==> src/rtl/adc_iface_pkg.sv <==
// Shared audio definitions used by both the ADC and DAC serial interfaces:
// serial format codes, default word/slot geometry and channel tags.
package adc_iface_pkg;

    typedef enum logic {
        FMT_I2S = 1'b0,
        FMT_LJ  = 1'b1
    } fmt_e;

    localparam int DEF_WORD_BITS = 24;
    localparam int DEF_SLOT_BITS = 32;

    localparam logic CH_LEFT  = 1'b0;
    localparam logic CH_RIGHT = 1'b1;

endpackage

==> src/rtl/adc_iface_fifo.sv <==
// audio_word_fifo: 2-entry synchronous FIFO, head always in r_d0.
// A push into a full FIFO with no pop is dropped and flagged on o_drop;
// push and pop in the same cycle are both honoured at any fill level.
module audio_word_fifo #(
    parameter int DW = 25
) (
    input  logic          i_clk,
    input  logic          i_rst_n,
    input  logic          i_push,
    input  logic [DW-1:0] i_data,
    input  logic          i_pop,
    output logic [DW-1:0] o_data,
    output logic          o_empty,
    output logic          o_full,
    output logic          o_drop
);

    logic [DW-1:0] r_d0, r_d1;
    logic [1:0]    r_cnt;
    logic          w_pop;

    assign w_pop   = i_pop && (r_cnt != 2'd0);
    assign o_data  = r_d0;
    assign o_empty = (r_cnt == 2'd0);
    assign o_full  = (r_cnt == 2'd2);
    assign o_drop  = i_push && o_full && !w_pop;

    // Fill-level driven storage update; entries shift toward r_d0 on pop.
    always_ff @(posedge i_clk or negedge i_rst_n) begin
        if (!i_rst_n) begin
            r_cnt <= 2'd0;
            r_d0  <= '0;
            r_d1  <= '0;
        end else begin
            case (r_cnt)
                2'd0: begin
                    if (i_push) begin
                        r_d0  <= i_data;
                        r_cnt <= 2'd1;
                    end
                end
                2'd1: begin
                    case ({i_push, w_pop})
                        2'b11: r_d0 <= i_data;
                        2'b10: begin
                            r_d1  <= i_data;
                            r_cnt <= 2'd2;
                        end
                        2'b01: r_cnt <= 2'd0;
                        default: ;
                    endcase
                end
                2'd2: begin
                    if (w_pop) begin
                        r_d0 <= r_d1;
                        if (i_push) r_d1  <= i_data;
                        else        r_cnt <= 2'd1;
                    end
                end
                default: r_cnt <= 2'd0;
            endcase
        end
    end

endmodule

==> src/rtl/adc_iface.sv <==
// adc_iface: clock-master receiver for an I2S / left-justified ADC.
// Generates bck/lrck, deserialises adata into WORD_BITS samples and
// buffers them in a 2-entry FIFO on a valid/ready stream.
// Optional: define ADC_IFACE_LJ_EN to allow mode[0]=1 (left-justified).
module adc_iface import adc_iface_pkg::*; #(
    parameter int BCK_DIV   = 4,
    parameter int WORD_BITS = DEF_WORD_BITS,
    parameter int SLOT_BITS = DEF_SLOT_BITS
) (
    input  logic                 clk,
    input  logic                 rst,
    input  logic                 adata,
    output logic                 bck,
    output logic                 lrck,
    input  logic [7:0]           mode,
    output logic                 word_valid,
    input  logic                 word_ready,
    output logic [WORD_BITS-1:0] data_word,
    output logic                 word_ch,
    output logic                 overflow
);

    localparam int DIV_W = (BCK_DIV > 1) ? $clog2(BCK_DIV) : 1;
    localparam int BIT_W = $clog2(SLOT_BITS);
    localparam logic [DIV_W-1:0] DIV_MAX  = DIV_W'(BCK_DIV - 1);
    localparam logic [BIT_W-1:0] SLOT_MAX = BIT_W'(SLOT_BITS - 1);
    localparam logic [BIT_W-1:0] I2S_LSB  = BIT_W'(WORD_BITS);

    logic [DIV_W-1:0]     r_div;
    logic [BIT_W-1:0]     r_bit;
    logic                 r_bck, r_lrck, r_ovf;
    logic [1:0]           r_sync;
    logic [WORD_BITS-1:0] r_sr;

    logic w_tick, w_fall, w_sdata, w_in_word, w_is_lsb, w_push;
    logic w_empty, w_full, w_drop, w_unused;
    logic [WORD_BITS:0] w_head;

    assign w_tick  = (r_div == DIV_MAX);
    assign w_fall  = w_tick && r_bck;
    assign w_sdata = r_sync[1];

`ifdef ADC_IFACE_LJ_EN
    localparam logic [BIT_W-1:0] LJ_LSB = BIT_W'(WORD_BITS - 1);
    fmt_e r_fmt;
    fmt_e w_fmt;
    logic w_lj;

    // Format follows mode during slot bit 0 of the left slot, then is frozen
    // for the rest of the frame.
    assign w_fmt     = (r_bit == '0 && r_lrck == CH_LEFT) ? fmt_e'(mode[0]) : r_fmt;
    assign w_lj      = (w_fmt == FMT_LJ);
    assign w_in_word = w_lj ? (r_bit <= LJ_LSB) : (r_bit != '0 && r_bit <= I2S_LSB);
    assign w_is_lsb  = (r_bit == (w_lj ? LJ_LSB : I2S_LSB));
    assign w_unused  = ^mode[7:1];

    // Hold the per-frame format.
    always_ff @(posedge clk or negedge rst) begin
        if (!rst) r_fmt <= FMT_I2S;
        else      r_fmt <= w_fmt;
    end
`else
    assign w_in_word = (r_bit != '0) && (r_bit <= I2S_LSB);
    assign w_is_lsb  = (r_bit == I2S_LSB);
    assign w_unused  = ^mode;
`endif

    assign w_push = w_fall && w_is_lsb;

    // bck half-period divider.
    always_ff @(posedge clk or negedge rst) begin
        if (!rst) begin
            r_div <= '0;
            r_bck <= 1'b0;
        end else begin
            r_div <= w_tick ? '0 : r_div + 1'b1;
            if (w_tick) r_bck <= ~r_bck;
        end
    end

    // Slot bit counter and lrck; both move only on bck falling edges.
    always_ff @(posedge clk or negedge rst) begin
        if (!rst) begin
            r_bit  <= '0;
            r_lrck <= CH_LEFT;
        end else if (w_fall) begin
            if (r_bit == SLOT_MAX) begin
                r_bit  <= '0;
                r_lrck <= ~r_lrck;
            end else begin
                r_bit <= r_bit + 1'b1;
            end
        end
    end

    // adata synchroniser; the falling-edge cycle sees the value from the bck-high phase.
    always_ff @(posedge clk or negedge rst) begin
        if (!rst) r_sync <= 2'b00;
        else      r_sync <= {r_sync[0], adata};
    end

    // MSB-first shift register over the active bits of the slot.
    always_ff @(posedge clk or negedge rst) begin
        if (!rst)                   r_sr <= '0;
        else if (w_fall && w_in_word) r_sr <= {r_sr[WORD_BITS-2:0], w_sdata};
    end

    // Sticky drop flag.
    always_ff @(posedge clk or negedge rst) begin
        if (!rst)        r_ovf <= 1'b0;
        else if (w_drop) r_ovf <= 1'b1;
    end

    audio_word_fifo #(.DW(WORD_BITS + 1)) u_fifo (
        .i_clk   (clk),
        .i_rst_n (rst),
        .i_push  (w_push),
        .i_data  ({r_lrck, r_sr[WORD_BITS-2:0], w_sdata}),
        .i_pop   (word_valid && word_ready),
        .o_data  (w_head),
        .o_empty (w_empty),
        .o_full  (w_full),
        .o_drop  (w_drop)
    );

    assign bck        = r_bck;
    assign lrck       = r_lrck;
    assign word_valid = !w_empty;
    assign word_ch    = w_head[WORD_BITS];
    assign data_word  = w_head[WORD_BITS-1:0];
    assign overflow   = r_ovf;

endmodule

==> config.mk <==
export PLATFORM = sky130hd
export DESIGN_NAME = adc_iface
export DESIGN_NICKNAME = d
export VERILOG_FILES = /design/src/rtl/adc_iface_pkg.sv /design/src/rtl/adc_iface_fifo.sv /design/src/rtl/adc_iface.sv
export SDC_FILE = /design/constraint.sdc
export NUM_CORES = 1
export LEC_CHECK = 0
export BUFFER_PORTS_ARGS = -buffer_cell sky130_fd_sc_hd__buf_2
export CAP_MARGIN = 10
export CORE_MARGIN = 8
export CORE_UTILIZATION = 58
export DETAILED_ROUTE_END_ITERATION = 10
export PLACE_DENSITY = 0.79
export SLEW_MARGIN = 20
export SYNTH_ARGS = -nofsm -noshare
export SYNTH_HDL_FRONTEND = slang
export SYNTH_SLANG_ARGS = --single-unit
==> constraint.sdc <==
create_clock -name clk -period 4.62 [get_ports clk]
set_input_delay 0.462 -clock clk [delete_from_list [all_inputs] [get_ports clk]]
set_output_delay 0.462 -clock clk [all_outputs]
set_load 0.03 [all_outputs]
==> results of run 1 <==
path summary, 6_finish.rpt:
path / to / depth (start not counted) / slack (ps) / from
worst max-delay path: u_fifo.o_data[21] / 4 / 2230 / u_fifo.r_cnt[1]
worst min-delay path: u_fifo.r_d1[24] / 1 / 170 / rst
worst max register to register: u_fifo.o_data[21] / 4 / 2230 / u_fifo.r_cnt[1]
worst min register to register: r_sync[1] / 0 / 350 / r_sync[0]
max in group asynchronous: u_fifo.r_d1[18] / 1 / 3960 / rst
min in group clk: r_sync[0] / 1 / 220 / adata
state kept, by name, summed over array words and instances, names as in the netlist:
signal	flops
bck	1
r_sync	2
r_bit	5
u_fifo.o_data	25
overflow	1
u_fifo.r_cnt	2
u_fifo.r_d1	25
r_sr	23
lrck	1
r_div	2
Yosys cell counts, drive strengths merged:
| library cell | count |
|---|---|
| xor2 | 1 |
| nor3b | 1 |
| a21oi | 26 |
| a21o | 1 |
| buf | 16 |
| and2 | 2 |
| o21ai | 9 |
| clkbuf | 3 |
| nor2 | 5 |
| nand3b | 1 |
| ha | 5 |
| inv | 4 |
| nor3 | 1 |
| dfrtp | 87 |
| and3 | 1 |
| nor2b | 2 |
| mux2i | 25 |
| nand2 | 6 |
| o31ai | 1 |
| nand4b | 1 |
| mux2 | 51 |
| a22o | 1 |
| a31oi | 26 |
| or2 | 1 |
| a31o | 1 |
| nand4 | 1 |
| xnor2 | 1 |
worst max-delay path, cell delays in order (launching register included):
cell                      delay [ps]
sky130_fd_sc_hd__dfrtp_1         620
sky130_fd_sc_hd__nor2b_2         790
sky130_fd_sc_hd__buf_4           410
sky130_fd_sc_hd__mux2i_1         300
sky130_fd_sc_hd__a31oi_1         110
cell usage in the layout (no fill, tap or decap), drive strengths merged, types with 2 or more instances in the layout:
cell type | netlist | layout
nor2 | 5 | 5
nand2 | 6 | 6
nor2b | 2 | 2
ha | 5 | 5
a31oi | 26 | 26
and2 | 2 | 2
inv | 4 | 5
o21ai | 9 | 9
clkbuf | 3 | 12
a21oi | 26 | 26
mux2i | 25 | 25
mux2 | 51 | 51
buf | 16 | 35
dfrtp | 87 | 87
routing by layer:
layer,routed length (um),up-vias,global-route usage,part of all wire
met4,35,0,0.0647,0.0054
met2,3080,34,0.229,0.48
met1,3120,1121,0.174,0.48
met3,235,4,0.0377,0.036
met5,0,-,0,0
li1,-,1074,-,-
per-stage QoR:
step / hold slack [ps] / instances / cell area [sq um]
after floorplan: 166 / 280 / 3900
after global placement: 334 / 375 / 4030
after detailed placement: 335 / 375 / 4030
after CTS: 202 / 391 / 4250
after global routing: 197 / 392 / 4280
final: 167 / 392 / 4280
logic make-up after synthesis:
family | count (synthesis) | share of synthesized area
AOI/OAI and AO/OA | 65 | 0.104
and+or+nand+nor | 22 | 0.0411
muxes | 76 | 0.231
xor gates and xnor gates | 2 | 0.00449
adders and majority gates | 5 | 0.0160
DFF | 87 | 0.558
buffers and inverters | 23 | 0.0449
layout make-up:
class | count | area [sq um] | share of cell area
clock inverter | 4 | 51.3 | 0.0120
clock buffer | 12 | 165 | 0.0386
sequential | 87 | 2180 | 0.509
timing repair buffer | 35 | 209 | 0.0488
multi-input combinational | 170 | 1560 | 0.365
tap | 80 | 100 | 0.0234
inverter | 4 | 15.0 | 0.00351
power by group:
| part | internal, W | total, W | switching [W] |
|---|---|---|---|
| combinational | 0.000140 | 0.000472 | 0.000332 |
| sequential | 0.000863 | 0.000920 | 0.0000567 |
| clock | 0.000295 | 0.000557 | 0.000262 |
| total | 0.00130 | 0.00195 | 0.000651 |
==> out/results.txt, run 1 <==
In this run the standard cell core region covers 6640 sq um. The number of buffers inserted for hold repair after clock tree synthesis came out at 0. By startpoint and endpoint, the worst setup path is classified as register to register.

The global-route total usage across every layer was 0.142; the final worst slack was 2230 ps. The fraction of layout cells with a size suffix above 1 was 0.372; the quantity of gates resized following cts was 0. Setup repair after global routing left no endpoint under its margin. Data arrives at the worst endpoint at 2580 ps. The average wire per cell in the routed design works out to 16.5 um. The ratio of routed vias to standard cells is 5.70. For this block, the routed nets add up to 6.48 mm of wire. The clock transition at the registers of the reported paths is 80 ps, and the via total after detailed routing is 2233.

The tools report the cell count after synthesis as 280. At the placement stage, the worst setup path has a slack of 2240 ps. STA classifies the critical path endpoint as a register.

The count of pins over their slew limit was 0; the count of fill cells added during filler insertion was 501. Largest area contributor in the synthesized netlist: sky130_fd_sc_hd__dfrtp_1. The register area share after synthesis is 0.558. No sink is reached through more buffers than the 2 on the longest clock path.

The tree is rooted in a sky130_fd_sc_hd__clkbuf_8. VDD sags by at most 310 uV. The Yosys step of the flow raised 0 warnings. The logs give 2252 for the number of global-route vias before repair and 88 for the pin count of the biggest net entering global routing. The detailed router finished its first iteration with 114 violations. The fraction of post-synthesis cell area in the top cell type by area is 0.558. The CTS buffer count is 9.

TritonCTS built the clock tree. The flow ran to the end, and the final reports show no timing, DRC or antenna violations. After clock tree synthesis, the setup repair step added 0 buffers. HPWL reported at the end of detailed placement: 3.98 mm. Clock latency on the worst-skew pair, taken at its later pin, is 350 ps. The number of antenna violations at the first check in global routing is 0, and the sum of overflow across all layers after global routing is 0.

The post-synthesis net count was 297; the count of endpoints failing setup in the final report was 0. Buffers placed on the I/O ports in this run total 32. The post-synthesis average cell area was 13.9 sq um; the maximum fanout encountered on the critical timing path was 14.

The number of detailed-route iterations in the first pass came out at 4. Counting distinct cell types in the post-synthesis netlist gives 40. The floorplan step set the die height to 98.0 um.

For the area of the die, the log shows 9600 sq um. The tools report the endpoint required time on the critical path as 4810 ps. The clock period minus final worst setup slack was 2390 ps.

Sort of element at the start of the critical path: a register. The analysis attributes to cell leakage a power of 2.00 nW. The count of nets left with antenna violations once routing finished came out at 0.

The DRC violations left is 0, and the routability-driven placement congestion ratio is 0.718. The wire length of the first global-routing pass was 11.0 mm; the headroom to the max-slew limit was 0.237. The overall power of the completed layout came out at 0.00195 W.

The maximum level of the CTS H-tree is 3, and the count of antenna diodes in the layout is 0. During I/O placement, the number of pins put on the boundary was 41. After floorplanning, the core was divided into 30 placement rows. After routing, the total negative slack on setup checks comes to 0 ps. The setup clock skew after layout is 9.06 ps. The width of the die was 98.0 um; the area growth from synthesis to layout was 9.72%. In the final design database the tool counted 324 nets. The tightest min-delay check is of the input pin to asynchronous set/reset pin type. The post-route fraction of the period consumed by the critical path came out at 0.517.

The run gives 0.419 GHz as the highest clock frequency the design can meet. The tree built by TritonCTS fans out to 87 sinks. Power spread over the standard cell area amounts to 456 nW/um^2.

The run gives 0.644 as the final design utilization. In the post-synthesis netlist, the biggest area contributors are sky130_fd_sc_hd__dfrtp_1 (56%), sky130_fd_sc_hd__mux2_2 (8.7%), sky130_fd_sc_hd__mux2_4 (7.7%), sky130_fd_sc_hd__mux2i_1 (6.4%), sky130_fd_sc_hd__a31oi_1 (4.2%). The initial core utilization is 0.587, and the actual transition at the worst max-transition pin is 1140 ps. The tool flagged a number of max-cap violations equal to 0.

In this run, synthesis produced a sequential element count of 87. The cell area after technology mapping is 3900 sq um, and the number of failing hold endpoints at the final stage is 0.
Power figures use the tool's default switching activity.
==> inputs of run 2 (changes only) <==
- CORE_UTILIZATION: 58 -> 53
- PLACE_DENSITY: 0.79 -> 0.76
- clock period: 4.62 -> 2.1 ns (I/O delays scaled with it)
==> out/results.txt, run 2 (synthesized netlist as in run 1, its figures left out) <==
TritonCTS created 9 clock buffers. The tools report the DRC violations left as 0. In this run the horizontal extent of the chip is 102 um.

Clock latency on the worst-skew pair, taken at its later pin, is 360 ps. The maximum fanout encountered on the critical timing path came out at 23. For the endpoint required time on the critical path, the log shows 2340 ps. The post-route non-filler standard cell count was 421; the chip height was 102 um.

Based on the critical path, the design can be clocked at up to 0.527 GHz. Number of detailed-route iterations in the first pass: 4. At the pin with the least slew margin, the transition time is 926 ps. Setup repair after global routing left no endpoint under its margin. 0 antenna diodes ended up in the layout.

The final worst slack is 204 ps, and the count of port buffers added during placement is 32. The fraction of layout cells with a size suffix above 1 was 0.385; the count of fill cells added during filler insertion was 569. Prior to clock tree synthesis, the placed netlist has a worst setup slack of 70.8 ps.

The power per standard cell area came out at 971 nW/um^2. The headroom to the max-slew limit was 0.383; the total leakage power was 2.05 nW. The clock arrives with 10.2 ps of skew.

At the end of routability-driven placement, the weighted congestion stood at 0.768. After detailed routing, the average wire length per cell comes to 15.9 um. After the first detailed-routing iteration, the DRC count stood at 92. Row generation in the floorplan step produced 31 rows.

The area growth from synthesis to layout came out at 12.8%. For this run, the post-layout net count is 334. The area of the core is 7180 sq um.

TritonCTS built the clock tree. For the final design utilization, the log shows 0.613. The post-route fraction of the period consumed by the critical path was 0.903. The number of setup buffers added after CTS is 0.

Dividing the detail-routed via count by the number of cells gives 5.38. Maximum level of the CTS H-tree: 3. Counting every sink on the clock net gives 87.

The number of global-route vias before repair was 2247; the pin count of the biggest net entering global routing was 54. For the number of antenna violations at the first check in global routing, the log shows 0. The instance count after placement with tap cells included was 402.

The HPWL reported at the end of detailed placement is 4.25 mm. The path class of the tightest hold or removal check is input pin to register. On the final layout, the worst hold slack is 224 ps. Sort of element at the start of the critical path: a register. The peak supply drop was 756 uV. The worst path in the final design needs a cycle of 1900 ps, including I/O delays and setup. The run gives 2 as the number of buffers on the longest clock path. The total overflow left after global routing is 0.

Most frequent standard cell in the layout excluding fill and tap cells: sky130_fd_sc_hd__dfrtp_1. The routed design has 6.69 mm of wire. The clock transition at the registers of the reported paths was 90 ps. In the layout the commonest cells are sky130_fd_sc_hd__dfrtp_1 (87), sky130_fd_sc_hd__buf_2 (31), sky130_fd_sc_hd__mux2_2 (30). The first global-routing pass estimated 11.2 mm of wire. The count of endpoints failing setup in the final report was 0; the count of pins over their slew limit was 0.

The global-route total usage across every layer was 0.140. The routed layout has 2267 vias. STA classifies the critical path endpoint as a register. The run gives 0 ps as the accumulated negative setup slack. In this run the count of I/O pins placed on the die edge is 41. The number of maximum-capacitance violations was 0; the initial core utilization was 0.543.

The kind of critical path was register to register. The tree is rooted in a sky130_fd_sc_hd__clkbuf_8. The number of failing hold endpoints at the final stage was 0. The run finished with clean final reports. At the worst endpoint, the arrival time is 2140 ps. The count of antenna-violating nets left after detailed routing was 0; the area of the die was 10400 sq um.
-- run 2: cell type report --
type                    count  area, sq um  share of cell area
clock inverters             7         81.3              0.0185
repair buffers             44          308              0.0700
multi-input cells         171         1570               0.357
inverters                   4         15.0             0.00341
flip-flops and latches     87         2180               0.495
well taps                  99          124              0.0282
clock buffers               9          124              0.0282
-- run 2: where the power goes --
group          leakage (nW)  switching [W]  total [W]  internal, W
Combinational         0.841       0.000742    0.00106     0.000318
Sequential             1.10       0.000121    0.00202      0.00190
Clock                 0.106       0.000626    0.00119     0.000566
-- run 2: through the flow --
| stage | total power (W) | instance area, sq um |
|---|---|---|
| after floorplan | 0.00278 | 3900 |
| after CTS | 0.00432 | 4390 |
| after detailed placement | 0.00313 | 4160 |
| after global routing | 0.00450 | 4400 |
| final | 0.00427 | 4400 |
| after global placement | 0.00310 | 4160 |
-- run 2: routing by layer --
layer  track usage  share of wire  up-vias
li1              -              -     1091
met1         0.190           0.48     1125
met2         0.202           0.45       43
met3        0.0399          0.048        8
met4        0.0619          0.016        0
met5             0              0        -
-- run 2: what timing repair did --
action,in CTS,in global routing
endpoints found under the setup margin,0,3
hold endpoints to repair,35,0
hold buffers,2,0
resized for setup,0,0
-- run 2: worst paths after layout --
kind	from	end	slack (ps)	depth (start not counted)
max	r_bit[0]	r_sr[21]	200	7
min	word_ready	u_fifo.r_cnt[1]	220	3
max reg2reg	r_bit[0]	r_sr[21]	200	7
min reg2reg	r_sync[0]	r_sync[1]	380	0
max in group asynchronous	rst	u_fifo.r_d1[18]	1120	3
min in group asynchronous	rst	u_fifo.r_d1[7]	340	2
-- run 2: critical path: stages (launching register included) --
cell and delay, ps:
sky130_fd_sc_hd__dfrtp_1 400, sky130_fd_sc_hd__inv_1 80, sky130_fd_sc_hd__ha_1 240, sky130_fd_sc_hd__nor2b_1 150, sky130_fd_sc_hd__a21o_1 190, sky130_fd_sc_hd__a21oi_4 170, sky130_fd_sc_hd__buf_12 190, sky130_fd_sc_hd__mux2_2 350
==> inputs of run 3 (changes only) <==
- CORE_UTILIZATION: 53 -> 58
- PLACE_DENSITY: 0.76 -> 0.79
- clock period: 2.1 -> 1.79 ns (I/O delays scaled with it)
==> out/results.txt, run 3 (synthesized netlist as in run 1, its figures left out) <==
The run finished, with violations left. The checks that failed: setup timing. Launch point of the critical path: r_bit[0].

The congestion estimate from routability-driven global placement came to 0.773. The number of ports placed on the die boundary was 41. The min-delay analysis places its worst path in the category input pin to register. The tools report the launching point of the worst reg2reg path as r_bit[0].

The count of pins over their slew limit is 0. Kind of capture point of the worst setup path: a register. The repair_antennas step left the layout with diodes totalling 0. The worst register-to-register path ends at r_sr[20]. The clock period minus final worst setup slack came out at 1810 ps.

In this run the worst setup path terminates at r_sr[20]. The area growth from synthesis to layout works out to 20.7%. The setup clock skew after layout was 9.50 ps. Summed over all cells, the static leakage comes to 2.18 nW. The maximum fanout encountered on the critical timing path is 6, and the register-to-register path setup slack is -20 ps.

The post-route fraction of the period consumed by the critical path was 1.01; the number of failing hold endpoints at the final stage was 0. The worst setup path is launched from a register. Clock tree synthesis found a total of 87 sinks.

Excluding fillers, the count of instances in the completed layout stands at 413. The worst slack at placement was -9.64 ps; the pin count of the biggest net entering global routing was 51. For the HPWL reported at the end of detailed placement, the log shows 4.32 mm. TritonCTS built the clock tree.

The initial core utilization is 0.587. Setup repair after global routing could not meet its margin everywhere. The tools report the count of routing violations after the opening detailed-route iteration as 94.

The number of cells on the worst reg-to-reg path is 7, and the clock transition at the registers of the reported paths is 90 ps. The endpoint required time on the critical path was 2030 ps. Kind of critical path: register to register. The logs give 6640 sq um for the area of the core and 0.672 for the headroom to the max-slew limit.

The final worst slack is -24.8 ps, and the count of port buffers added during placement is 32. The area of the die is 9600 sq um. After detailed routing, the total wire length is 7.86 mm. For the instance count after placement with tap cells included, the log shows 386.

The number of antenna violations at the first check in global routing was 0. The fraction of layout cells with a size suffix above 1 was 0.432; the count of antenna-violating nets left after detailed routing was 0. The tool flagged a number of max-cap violations equal to 0.

Most frequent standard cell in the layout excluding fill and tap cells: sky130_fd_sc_hd__dfrtp_1. In this run the clock root is driven by a sky130_fd_sc_hd__clkbuf_8. STA puts the critical path data arrival time at 2060 ps. For this design the ratio of total power to cell area is 1080 nW/um^2.

In this run the deepest clock path goes through 2 buffers. Chip height: 98.0 um. After detailed routing, the number of vias per cell comes to 5.76. The average wire per cell in the routed design was 19.0 um; the sum of overflow across all layers after global routing was 0.

After detailed routing, the number of remaining DRC violations is 0. The count of endpoints failing setup in the final report was 12. CTS buffer count: 9. At the end of the flow, the number of nets in the layout was 345. The tools report the highest clock frequency the design can meet as 0.551 GHz.

CTS built an H-tree with a depth of 3. The clock reaches the later pin of the worst-skew pair after 360 ps. Leaving out fill and tap cells, the most frequent cells in the layout are sky130_fd_sc_hd__dfrtp_1 (87), sky130_fd_sc_hd__mux2_4 (43), sky130_fd_sc_hd__buf_2 (31). Power comes to 0.00509 W.

The global-route total usage across every layer was 0.151. The run gives 2395 as the number of global-route vias before repair. VDD sags by at most 715 uV. At the pin with the least slew margin, the transition time is 491 ps. After floorplanning, the core was divided into 30 placement rows. The number of detailed-route iterations in the first pass is 4, and the via total after detailed routing is 2377. Wire length of the first global-routing pass: 11.9 mm. The die is 98.0 um wide.

Final hold slack: 181 ps.
-- run 3: cell types whose count changed in the layout (fill, tap and decap cells not counted), moves of 3 or more --
cell / change
sky130_fd_sc_hd__mux2_2: -23
sky130_fd_sc_hd__buf_6: +3
sky130_fd_sc_hd__mux2_4: +23
sky130_fd_sc_hd__buf_4: +3
sky130_fd_sc_hd__clkbuf_16: +4
-- run 3: area by class of cell --
| cell class | instances | area (sq um) |
|---|---|---|
| clock inverter | 7 | 88.8 |
| sequential | 87 | 2180 |
| fill | 436 | 1940 |
| inverter | 4 | 15.0 |
| clock buffer | 9 | 124 |
| timing repair buffer | 56 | 504 |
| multi-input combinational | 170 | 1700 |
| tap | 80 | 100 |
-- run 3: repair_timing --
action	in CTS	in global routing
hold endpoints to repair	37	0
buffers inserted	1	2
pin swaps	1	2
setup endpoints to repair	17	75
gates resized for setup	4	31
hold buffers	2	0
cloned	0	6
-- run 3: worst min-delay path by stage --
stage	startpoint	endpoint	slack, ps	cells after the start
6_report	word_ready	u_fifo.r_cnt[1]	180	3
5_1_grt	word_ready	u_fifo.r_cnt[1]	180	3
4_1_cts	word_ready	u_fifo.r_cnt[1]	170	3
3_5_place_dp	rst	u_fifo.o_data[4]	180	1
3_3_place_gp	rst	u_fifo.o_data[24]	170	1
2_1_floorplan	rst	bck	-120	0
-- run 3: stage by stage --
step                      utilization  TNS, ps  instance area [sq um]
after floorplan                     -        0                   3900
after global placement          0.630        0                   4190
after detailed placement        0.630    -9.64                   4190
after CTS                       0.669        0                   4450
after global routing            0.708    -2090                   4700
final                           0.708     -258                   4700
-- run 3: metal layers --
| layer | vias to the layer above | global-route usage | wire length (um) |
|---|---|---|---|
| met4 | 0 | 0.0600 | 124 |
| met1 | 1205 | 0.192 | 3680 |
| li1 | 1116 | - | - |
| met2 | 46 | 0.239 | 3750 |
| met3 | 10 | 0.0413 | 313 |
| met5 | - | 0 | 0 |
-- run 3: worst max-delay path, stage by stage (launching register included) --
cell and delay, ps:
sky130_fd_sc_hd__dfrtp_1 370, sky130_fd_sc_hd__inv_2 60, sky130_fd_sc_hd__ha_4 160, sky130_fd_sc_hd__nor2b_4 120, sky130_fd_sc_hd__a21o_1 190, sky130_fd_sc_hd__a21oi_4 280
sky130_fd_sc_hd__clkbuf_16 230, sky130_fd_sc_hd__mux2_4 300
-- run 3: power breakdown --
group	switching (W)	total [W]	leakage (nW)	internal [W]
clock network	0.000769	0.00144	0.104	0.000674
logic	0.000891	0.00128	0.976	0.000391
registers	0.000141	0.00237	1.10	0.00223
